## src/rtl/cdb_arbiter.sv

```systemverilog
// Common data bus arbiter: per-unit result FIFOs feeding one registered
// broadcast slot, round-robin arbitration with a starvation override.
module cdb_arbiter #(
  parameter int NUM_REQ      = 4,
  parameter int FIFO_DEPTH   = 2,
  parameter int STARVE_LIMIT = 8
) (
  input  logic                      clk,
  input  logic                      rst,
  input  logic                      flush,
  input  logic [NUM_REQ-1:0]        req_valid,
  output logic [NUM_REQ-1:0]        req_ready,
  input  logic [NUM_REQ-1:0][4:0]   req_rob_idx,
  input  logic [NUM_REQ-1:0][4:0]   req_rd_addr,
  input  logic [NUM_REQ-1:0][31:0]  req_data,
  output logic                      cdb_valid,
  output logic [4:0]                cdb_rob_idx,
  output logic [4:0]                cdb_rd_addr,
  output logic [31:0]               cdb_data,
  output logic [1:0]                cdb_src
);

  localparam int PW = (FIFO_DEPTH > 1) ? $clog2(FIFO_DEPTH) : 1;
  localparam int CW = PW + 1;
  localparam int WW = $clog2(STARVE_LIMIT + 1);
  localparam int IW = (NUM_REQ > 1) ? $clog2(NUM_REQ) : 1;

  typedef struct packed {
    logic [4:0]  rob;
    logic [4:0]  rd;
    logic [31:0] data;
  } entry_t;

  entry_t        mem      [NUM_REQ][FIFO_DEPTH];
  logic [PW-1:0] wr_ptr   [NUM_REQ];
  logic [PW-1:0] rd_ptr   [NUM_REQ];
  logic [CW-1:0] count    [NUM_REQ];
  logic [WW-1:0] wait_cnt [NUM_REQ];
  logic [IW-1:0] rr_ptr;

  logic [NUM_REQ-1:0] nonempty;
  logic [NUM_REQ-1:0] push;
  logic [NUM_REQ-1:0] pop;
  logic               grant_any;
  logic               starve_any;
  logic [IW-1:0]      grant_idx;
  logic [IW:0]        cand;
  entry_t             head;

  // Readiness comes from the registered count only; a same-cycle pop never frees a slot early.
  always_comb begin
    nonempty  = '0;
    req_ready = '0;
    push      = '0;
    for (int unsigned k = 0; k < NUM_REQ; k++) begin
      nonempty[k]  = (count[k] != '0);
      req_ready[k] = (count[k] < CW'(FIFO_DEPTH));
      push[k]      = req_valid[k] && (count[k] < CW'(FIFO_DEPTH));
    end
  end

  always_comb begin
    starve_any = 1'b0;
    grant_any  = 1'b0;
    grant_idx  = '0;
    cand       = '0;
    // Lowest saturated waiter pre-empts the round-robin search.
    for (int unsigned k = 0; k < NUM_REQ; k++) begin
      if (!starve_any && nonempty[k] && (wait_cnt[k] == WW'(STARVE_LIMIT))) begin
        starve_any = 1'b1;
        grant_any  = 1'b1;
        grant_idx  = IW'(k);
      end
    end
    for (int unsigned k = 0; k < NUM_REQ; k++) begin
      if (!grant_any) begin
        cand = {1'b0, rr_ptr} + (IW+1)'(k);
        if (cand >= (IW+1)'(NUM_REQ)) cand = cand - (IW+1)'(NUM_REQ);
        if (nonempty[cand[IW-1:0]]) begin
          grant_any = 1'b1;
          grant_idx = cand[IW-1:0];
        end
      end
    end
    pop = '0;
    if (grant_any) pop[grant_idx] = 1'b1;
    head = mem[grant_idx][rd_ptr[grant_idx]];
  end

  always_ff @(posedge clk) begin
    for (int unsigned k = 0; k < NUM_REQ; k++) begin
      if (push[k] && !flush) mem[k][wr_ptr[k]] <= {req_rob_idx[k], req_rd_addr[k], req_data[k]};
    end
  end

  always_ff @(posedge clk or negedge rst) begin
    if (!rst) begin
      for (int unsigned k = 0; k < NUM_REQ; k++) begin
        wr_ptr[k]   <= '0;
        rd_ptr[k]   <= '0;
        count[k]    <= '0;
        wait_cnt[k] <= '0;
      end
      rr_ptr      <= '0;
      cdb_valid   <= 1'b0;
      cdb_rob_idx <= '0;
      cdb_rd_addr <= '0;
      cdb_data    <= '0;
      cdb_src     <= '0;
    end else if (flush) begin
      for (int unsigned k = 0; k < NUM_REQ; k++) begin
        wr_ptr[k]   <= '0;
        rd_ptr[k]   <= '0;
        count[k]    <= '0;
        wait_cnt[k] <= '0;
      end
      rr_ptr    <= '0;
      cdb_valid <= 1'b0;
    end else begin
      for (int unsigned k = 0; k < NUM_REQ; k++) begin
        if (push[k]) wr_ptr[k] <= wr_ptr[k] + PW'(1);
        if (pop[k])  rd_ptr[k] <= rd_ptr[k] + PW'(1);
        case ({push[k], pop[k]})
          2'b10:   count[k] <= count[k] + CW'(1);
          2'b01:   count[k] <= count[k] - CW'(1);
          default: count[k] <= count[k];
        endcase
        if (pop[k] || !nonempty[k])
          wait_cnt[k] <= '0;
        else if (wait_cnt[k] != WW'(STARVE_LIMIT))
          wait_cnt[k] <= wait_cnt[k] + WW'(1);
      end
      cdb_valid <= grant_any;
      if (grant_any) begin
        cdb_rob_idx <= head.rob;
        cdb_rd_addr <= head.rd;
        cdb_data    <= head.data;
        cdb_src     <= 2'(grant_idx);
        rr_ptr      <= (grant_idx == IW'(NUM_REQ - 1)) ? '0 : grant_idx + IW'(1);
      end
    end
  end

endmodule

```

## config.mk

```make
export PLATFORM = sky130hd
export DESIGN_NAME = cdb_arbiter
export DESIGN_NICKNAME = d
export VERILOG_FILES = /design/src/rtl/cdb_arbiter.sv
export SDC_FILE = /design/constraint.sdc
export NUM_CORES = 1
export LEC_CHECK = 0
export ABC_AREA = 1
export ABC_CLOCK_PERIOD_IN_PS = 4500
export CORE_MARGIN = 2
export CORE_UTILIZATION = 60
export DETAILED_ROUTE_END_ITERATION = 16
export GPL_ROUTABILITY_DRIVEN = 1
export PLACE_DENSITY_LB_ADDON = 0.25
export SLEW_MARGIN = 20
export SYNTH_ARGS = -nofsm -noshare
export SYNTH_HDL_FRONTEND = slang
export SYNTH_SLANG_ARGS = --single-unit
```

## constraint.sdc

```tcl
create_clock -name clk -period 4.5 [get_ports clk]
set_clock_uncertainty 0.05 [all_clocks]
set_input_delay 0.45 -clock clk [delete_from_list [all_inputs] [get_ports clk]]
set_output_delay 0.45 -clock clk [all_outputs]
set_load 0.01 [all_outputs]
```

==> impl_metrics.ini, run 1 <==
[run_status]
outcome = finished, final reports clean

[detailed_routing]
firstDrtPassIters = 5
routedWlPerCell_um = 20.57
routed_wl_um = 45680
ant_nets = 0
vias = 13083
drc_errors = 0
avgViaCountPerCell = 5.891
first_iter_violations = 1443

[floorplan]
die-area_um2 = 30400
fp.dieH_um = 174.4
boundaryPins = 224
core_um2 = 28630
num_rows = 62
dieWidth_um = 174.4
initial_core_util_pct = 60.83

[synth]
synth.area.top_cells = edfxtp_1 58%, nand3_1 12%, dfrtp_1 11%
synthArstFlopShare_pct = 19.04
synth_edf_count = 336
synth_area_leader_cell = edfxtp_1
synth_sequential_area_ratio_pct = 69.30
ys_ff_latch = 415
synth_common_cells = 511 x nand2_1, 419 x nand3_1, 336 x edfxtp_1
synth_top_area_share_pct = 57.95
mappedNetlistArea_um2 = 17410
syn_nets = 1780
synth_most_common_cell = nand2_1
avgSynthCellArea_um2 = 10.92
yosys_warnings = 0
synth_cells = 1595
synth_ff_type = edfxtp_1
synthDistinctLibCells = 30

[timing]
finalHoldViolations = 0
period_minus_slack_ns = 3.930
tightestPinTransition_ns = 1.015
slew_viol_final = 0
post-route-period-util_pct = 87.34
setup_tns_ns = 0
rsz0062_at_grt = false
max_freq_mhz = 254.4
max_slew_margin_pct = 32.24
finalSetupViolations = 0

[critical_path]
crit_path_max_fanout = 65
slowest_delay_ns = 0.54
startpoint = wait_cnt[4]
reg2reg_slack_ns = 0.57
r2r-end = cdb_data[15]
worstPathRequired_ns = 4.86
cp-end-kind = flop
reg2reg_depth = 22
critical_path.endpoint = cdb_data[15]
critPathKind = flop to flop
worstPathArrival_ns = 4.29
r2r-start = wait_cnt[4]
cpMostUsedCell = nand2_1
cp_slowest_cell = nand2_2
start_kind = flop
path_cells = inv_1, ha_1, nand2_1, nor2_1, nand2_1, nand2_1, nor2_1, nand2_1, nand2_1, nand2_1, nand2_1, nand3_1, nand2_8, nand2_8, nand2_1, nand2_1, nand2_1, nand2_2, buf_4, nand2_1, nand3_1, nand2_1

[global_route]
antenna_found_initial = 5
top_usage_layer = met2
grt_pass1_vias = 12840
grt_use_met2_pct = 48.38
grt_overflow = 0
grt_first_pass_wirelength_um = 69820
met3_usage_pct = 5.227
grt_max_degree = 171
gr-usage-met1_pct = 40.59
grtUsageTotal_pct = 29.89

[min_path]
hold_class = input port to asynchronous set/reset pin

[cells_and_area]
seqCellArea_um2 = 12070
nFillCells = 1823
fin_util_pct = 74.78
instances_no_fill = 2221
multi_input_area_um2 = 4808
nets = 1982
syn2layout_area_growth_pct = 22.94
drive_gt1_share_pct = 6.397

[cts]
cts_tree = yes
htreeDepth = 2
clock_sinks = 415
cts_setup_buffers = 0
clk_pin_slew_ns = 0.06
cts_made_buffers = 42
cts_buffer_depth = 3
clock-root-buffer = clkbuf_16
clk_latency_ns = 0.53

[flow_run]
drv_cap = 0

[place]
numPortBuffers = 223
hpwlAfterDp_um = 27330
gp_congestion = 0.8691
placed_cells = 2135
worst max-delay path, delay by kind of cell (launching register included):
kind          cells  cell delay [ns]
buf+inv           2             0.41
simple gates     19             2.69
fa+ha+maj         1             0.17
flops             1             0.42
through the flow:
step	area, um2	setup slack [ns]	hold WS [ns]
after floorplan	17410	1.170	0.1044
after global placement	20020	0.8831	0.4115
after detailed placement	20020	0.6819	0.4153
after CTS	21370	0.6410	0.4215
after global routing	21390	0.2053	0.4445
final	21410	0.5699	0.4031
worst min-delay path by stage:
stage	start	cells past startpoint	slack (ns)	endpoint
6_report	rst	2	0.40	wait_cnt[11]
5_1_grt	req_data[108]	1	0.44	mem[3][54]
4_1_cts	rst	2	0.42	wait_cnt[11]
3_5_place_dp	cdb_rd_addr[0]	2	0.42	cdb_rd_addr[0]
3_3_place_gp	cdb_rd_addr[0]	2	0.41	cdb_rd_addr[0]
2_1_floorplan	rst	0	0.10	cdb_data[0]
cells by family (layout without fill, tap and decap cells):
family,Yosys count,count (layout),synth area share (%)
compound gates,35,35,1.107
other cells,0,8,0
xor+xnor,11,11,0.5533
flops,415,415,69.30
buf+inv,142,376,3.629
simple gates,982,982,24.69
fa+ha+maj,10,10,0.7186
registers in the layout, indices dropped and copies added (netlist names):
name,cells
rr_ptr,2
cdb_rd_addr,5
cdb_src,2
count,8
wr_ptr,4
rd_ptr,4
wait_cnt,16
cdb_data,32
mem,336
cdb_rob_idx,5
cdb_valid,1
layout by cell type, fill, tap and decap left out, types with 4 or more instances in the layout:
| cell | instances |
|---|---|
| xnor2_1 | 6 |
| inv_1 | 43 |
| dfrtp_1 | 79 |
| nand2_1 | 508 |
| nor2_4 | 11 |
| inv_2 | 5 |
| o21ai_0 | 11 |
| buf_12 | 5 |
| xor2_1 | 5 |
| nand2_2 | 4 |
| nor3_1 | 4 |
| clkbuf_8 | 7 |
| a21oi_1 | 10 |
| clkinv_1 | 6 |
| clkbuf_1 | 10 |
| nor2_1 | 23 |
| clkinv_2 | 6 |
| diode_2 | 8 |
| ha_1 | 10 |
| clkbuf_16 | 43 |
| edfxtp_1 | 336 |
| o22ai_1 | 8 |
| buf_4 | 24 |
| nand3_1 | 419 |
| clkdlybuf4s50_1 | 222 |
what timing repair did:
action / CTS / global route
hold endpoints to repair: 37 / 0
gates resized for setup: 0 / 0
hold buffers: 1 / 0
per-layer routing:
metal / share of wire, % / vias to the layer above
li1: - / 5954
met3: 11 / 118
met5: 0 / -
met1: 38 / 6221
met2: 47 / 790
met4: 3.8 / 0
final cells by class:
class                      instances  area share, %
sequential                       415          56.37
timing repair buffer             252          11.74
multi-input combinational       1038          22.46
antenna                            8        0.09352
inverter                          48         0.8417
tap                              384          2.244
clock inverter                    16         0.6020
clock buffer                      60          5.652
Power of run 1 is left out: the tool's default activity adds up to more than one toggle a clock period on the data nets, which glitch-free logic cannot reach.
==> run 2, diff against run 1 <==
--- a/config.mk
+++ b/config.mk
@@ -8,7 +8,8 @@
 export ABC_AREA = 1
 export ABC_CLOCK_PERIOD_IN_PS = 4500
 export CORE_MARGIN = 2
-export CORE_UTILIZATION = 60
+export CORE_UTILIZATION = 62
+export CTS_BUF_LIST = sky130_fd_sc_hd__clkbuf_8
 export DETAILED_ROUTE_END_ITERATION = 16
 export GPL_ROUTABILITY_DRIVEN = 1
 export PLACE_DENSITY_LB_ADDON = 0.25
==> run 2 against run 1 <==
Effect of this change:
- utilization rose by 2.1 points
- highest routed layer is now met5
- largest cell class unchanged
- global-route usage rose by 2.0 points
- wire length rose by 1.0%
- first-iteration DRC count rose by 0.69%
- worst setup slack got worse by 0.13 ns
- via count rose by 1.9%
- count of clock-buffer cells in the layout rose by 14
- fmax fell by 3.2%
- worst hold slack got worse by 0.0036 ns
==> impl_metrics.ini, run 2 (synthesis results as in run 1) <==
[run_status]
outcome = finished, final reports clean

[timing]
max_freq_mhz = 246.2
period_minus_slack_ns = 4.062
finalHoldViolations = 0
post-route-period-util_pct = 90.27
fin_ws_ns = 0.4380
tightestPinTransition_ns = 1.056
slew_viol_final = 0
setup_tns_ns = 0
rsz0062_at_grt = false
max_slew_margin_pct = 29.60
finalSetupViolations = 0

[cells_and_area]
syn2layout_area_growth_pct = 22.36
layout_common_cells = 508 x nand2_1, 419 x nand3_1, 336 x edfxtp_1
nFillCells = 1719
drive_gt1_share_pct = 7.354
instances_no_fill = 2245
largest_reg_flops = 336
final_common_cell = nand2_1
nets = 2000

[detailed_routing]
avgViaCountPerCell = 5.941
vias = 13337
firstDrtPassIters = 6
first_iter_violations = 1453
ant_nets = 0
drc_errors = 0
routedWlPerCell_um = 20.55
routed_wl_um = 46140

[floorplan]
initial_core_util_pct = 62.85
fp.dieH_um = 171.6
num_rows = 61
dieWidth_um = 171.6
boundaryPins = 224
die-area_um2 = 29440
core_um2 = 27710

[place]
gp_congestion = 0.9012
pre_cts_slack_ns = 0.5368
placed_cells = 2124
hpwlAfterDp_um = 28410
numPortBuffers = 223

[cts]
clk_pin_slew_ns = 0.06
cts_buffer_depth = 3
ctsResizeCount = 0
clk_latency_ns = 0.59
cts_tree = yes
cts_made_buffers = 66
clock_sinks = 415
clock-root-buffer = clkbuf_8
htreeDepth = 3

[flow_run]
drv_cap = 0

[global_route]
antenna_found_initial = 4
grt_first_pass_wirelength_um = 70910
grt_overflow = 0
grtUsageTotal_pct = 31.89
grt_max_degree = 88
grt_pass1_vias = 13327

[min_path]
hp-start = req_rd_addr[9]
hold-path-cell-count = 1
hold_class = input port to flop
holdPathEnd = mem[1][36]

[critical_path]
reg2reg_depth = 18
cpMostUsedCell = nand2_1
worstPathRequired_ns = 4.95
slowest_delay_ns = 0.54
crit_path_max_fanout = 54
path_cells = inv_1, ha_1, nand3_1, nor2_1, nor2_1, nand2_1, nor2_4, nand2_4, nor2_4, nand3_4, nand2_8, nand2_1, nand3_1, nand2_2, buf_4, nand2_1, nand3_1, nand2_1
crit_buf_inv = 2
start_kind = flop
crit_family = simple AND/OR/NAND/NOR gates
reg2reg_slack_ns = 0.44
cp-end-kind = flop
r2r-end = cdb_data[12]
cp_slowest_cell = nand2_8
critPathKind = flop to flop
r2r-start = wait_cnt[8]
worstPathArrival_ns = 4.51
==> run 2: per-stage QoR <==
step                instance area (um2)  hold slack, ns  util, %
floorplan                         17410          0.1044        -
global placement                  20040          0.4118    72.32
detailed placement                20040          0.4170    72.32
CTS                               21300          0.3772    76.86
global route                      21300          0.3836    76.86
finish                            21310          0.3996    76.90
==> run 2: worst max path at each step <==
stage	from	to	cells past startpoint	slack, ns
finish	wait_cnt[8]	cdb_data[12]	18	0.44
CTS	wait_cnt[8]	cdb_data[12]	18	0.51
global placement	wait_cnt[8]	cdb_data[14]	18	0.85
floorplan	flush	mem[0][0]	5	1.17
detailed placement	wait_cnt[8]	cdb_data[11]	18	0.54
global route	wait_cnt[8]	count[7]	17	0.12
==> run 2: metal layers <==
metal	vias up	global-route usage, %	part of all wire, %
met4	8	14.44	3.9
met5	-	0	0.13
met2	866	50.67	47
met3	153	6.949	11
met1	6323	42.59	38
li1	5987	-	-
==> run 2: cell type report <==
class | count | area [um2] | share of cell area (%)
Inverter | 48 | 181.4 | 0.8515
Timing Repair Buffer | 246 | 2517 | 11.82
Tap cell | 378 | 473.0 | 2.220
Clock inverter | 42 | 230.2 | 1.081
Sequential cell | 415 | 12070 | 56.64
Multi-Input combinational cell | 1038 | 4808 | 22.57
Antenna cell | 4 | 10.01 | 0.04698
Clock buffer | 74 | 1018 | 4.780
==> run 2: worst reg2reg max path, cell delays in order (launching register included) <==
cell	delay [ns]
dfrtp_1	0.39
inv_1	0.08
ha_1	0.22
nand3_1	0.10
nor2_1	0.07
nor2_1	0.15
nand2_1	0.12
nor2_4	0.18
nand2_4	0.09
nor2_4	0.12
nand3_4	0.45
nand2_8	0.55
nand2_1	0.14
nand3_1	0.11
nand2_2	0.41
buf_4	0.41
nand2_1	0.10
nand3_1	0.10
nand2_1	0.12
==> run 2: timing repair <==
action / CTS / global route
hold buffers: 1 / 0
setup buffers: 0 / 0
hold endpoints to repair: 50 / 0
Power of run 2 is left out for the same reason.
==> run 3, diff against run 2 <==
--- a/config.mk
+++ b/config.mk
@@ -7,8 +7,10 @@
 export LEC_CHECK = 0
 export ABC_AREA = 1
 export ABC_CLOCK_PERIOD_IN_PS = 4500
+export CELL_PAD_IN_SITES_DETAIL_PLACEMENT = 1
+export CELL_PAD_IN_SITES_GLOBAL_PLACEMENT = 1
 export CORE_MARGIN = 2
-export CORE_UTILIZATION = 62
+export CORE_UTILIZATION = 49
 export CTS_BUF_LIST = sky130_fd_sc_hd__clkbuf_8
 export DETAILED_ROUTE_END_ITERATION = 16
 export GPL_ROUTABILITY_DRIVEN = 1
==> run 3 against run 2 <==
Effect of this change:
- die area is 26% higher
- critical path depth increased by 3
- fmax is 1.3% lower
- worst setup slack got worse by 0.053 ns
- highest routed layer unchanged
- largest cell class unchanged
- via count increased by 0.74%
- wire length rose by 19%
- first-iteration DRC count decreased by 24%
- sequential share of layout area fell by 0.41 points
- global-route usage down 1.7 points
- count of clock-buffer cells in the layout up 6
- critical endpoint is now cdb_rob_idx[3]
- worst hold slack worse by 0.040 ns
==> impl_metrics.ini, run 3 (synthesis results as in run 1) <==
[run_status]
outcome = finished, final reports clean

[floorplan]
num_rows = 69
boundaryPins = 224
initial_core_util_pct = 49.31
die-area_um2 = 37060
dieWidth_um = 192.5
fp.dieH_um = 192.5
core_um2 = 35310

[cells_and_area]
drive_gt1_share_pct = 7.774
final_common_cell = nand2_1
largest_reg_flops = 336
layout_common_cells = 508 x nand2_1, 419 x nand3_1, 336 x edfxtp_1
nFillCells = 3702
fin_util_pct = 60.77
nets = 2007
syn2layout_area_growth_pct = 23.25

[cts]
cts_tree = yes
htreeDepth = 3
clock-root-buffer = clkbuf_8
cts_made_buffers = 70
cts_setup_buffers = 0
clock_sinks = 415
clk_latency_ns = 0.62
clk_pin_slew_ns = 0.06
cts_buffer_depth = 3
ctsResizeCount = 0

[place]
numPortBuffers = 223
gp_congestion = 0.8034
hpwlAfterDp_um = 33500

[critical_path]
cp-end-kind = flop
critPathKind = flop to flop
worstPathArrival_ns = 4.56
crit_path_max_fanout = 68
worstPathRequired_ns = 4.95
start_kind = flop

[detailed_routing]
first_iter_violations = 1100
avgViaCountPerCell = 5.730
routed_wl_um = 55140
routedWlPerCell_um = 23.51
ant_nets = 0
drc_errors = 0
vias = 13436
firstDrtPassIters = 5

[timing]
slew_viol_final = 0
period_minus_slack_ns = 4.115
setup_tns_ns = 0
tightestPinTransition_ns = 0.9298
finalSetupViolations = 0
post-route-period-util_pct = 91.44
finalHoldViolations = 0
rsz0062_at_grt = false
max_slew_margin_pct = 37.94
max_freq_mhz = 243.0

[global_route]
grt_pass1_vias = 14490
grt_first_pass_wirelength_um = 83320
grt_max_degree = 171
antenna_found_initial = 7
grtUsageTotal_pct = 30.21
grt_overflow = 0

[flow_run]
drv_cap = 0

[min_path]
hold_class = input port to flop
## run 3: cell count changes in the layout (fill, tap and decap cells not counted), moves of 2 or more
| cell | change |
|---|---|
| diode_2 | +2 |
| inv_1 | +5 |
| buf_12 | -5 |
| clkbuf_8 | +6 |
| buf_4 | +7 |
## run 3: path summary, 6_finish.rpt
| kind | cells past startpoint | to | from | slack, ns |
|---|---|---|---|---|
| max in group asynchronous | 3 | cdb_data[14] | rst | 2.98 |
| worst min register to register | 2 | cdb_data[27] | cdb_data[27] | 0.43 |
| worst min-delay path | 1 | mem[3][73] | req_data[127] | 0.36 |
| worst max register to register | 21 | cdb_rob_idx[3] | wait_cnt[8] | 0.39 |
| min in group asynchronous | 2 | wait_cnt[6] | rst | 0.45 |
| worst max-delay path | 21 | cdb_rob_idx[3] | wait_cnt[8] | 0.39 |
## run 3: timing repair
action,in CTS,in global routing
endpoints found under the hold margin,54,0
hold buffers,1,0
endpoints found under the setup margin,0,0
## run 3: final cells by class
class                           instances  area (um2)  area share (%)
Sequential cell                       415       12070           56.23
Multi-Input combinational cell       1038        4808           22.41
Timing Repair Buffer                  249        2481           11.56
Clock buffer                           80        1101           5.131
Tap cell                              461       576.8           2.688
Clock inverter                         48       229.0           1.067
Inverter                               48       181.4          0.8454
Antenna cell                            6       15.01         0.06997
## run 3: metal layers
layer	global-route usage, %	share of wire, %	vias to the layer above
met5	0	0.031	-
met4	11.57	2.4	2
met3	5.583	7.4	109
met2	51.18	50	611
met1	38.75	40	6708
li1	-	-	6006
## run 3: worst max-delay path, cell delays in order (launching register included)
cell,delay (ns)
dfrtp_1,0.40
inv_1,0.08
ha_1,0.23
nand2_1,0.09
nor2_1,0.04
nand2_1,0.14
nand2_1,0.09
nor2_1,0.20
nand2_1,0.11
nand2_1,0.07
nand2_1,0.04
nand2_1,0.05
nand3_1,0.16
nand2_8,0.41
nand2_8,0.41
nand2_1,0.21
nand3_1,0.11
nand2_2,0.50
buf_4,0.31
nand2_1,0.10
nand3_1,0.10
nand2_1,0.06
## run 3: metrics by stage
stage	cells	cell area, um2	hold slack (ns)	worst slack [ns]
2_1_floorplan	1595	17410	0.1044	1.170
3_3_place_gp	2210	20100	0.4139	0.6843
3_5_place_dp	2210	20100	0.4178	0.4540
4_1_cts	2339	21440	0.3311	0.4055
5_1_grt	2344	21460	0.3479	0.06491
6_report	2345	21460	0.3595	0.3853
Power of run 3 is left out for the same reason.
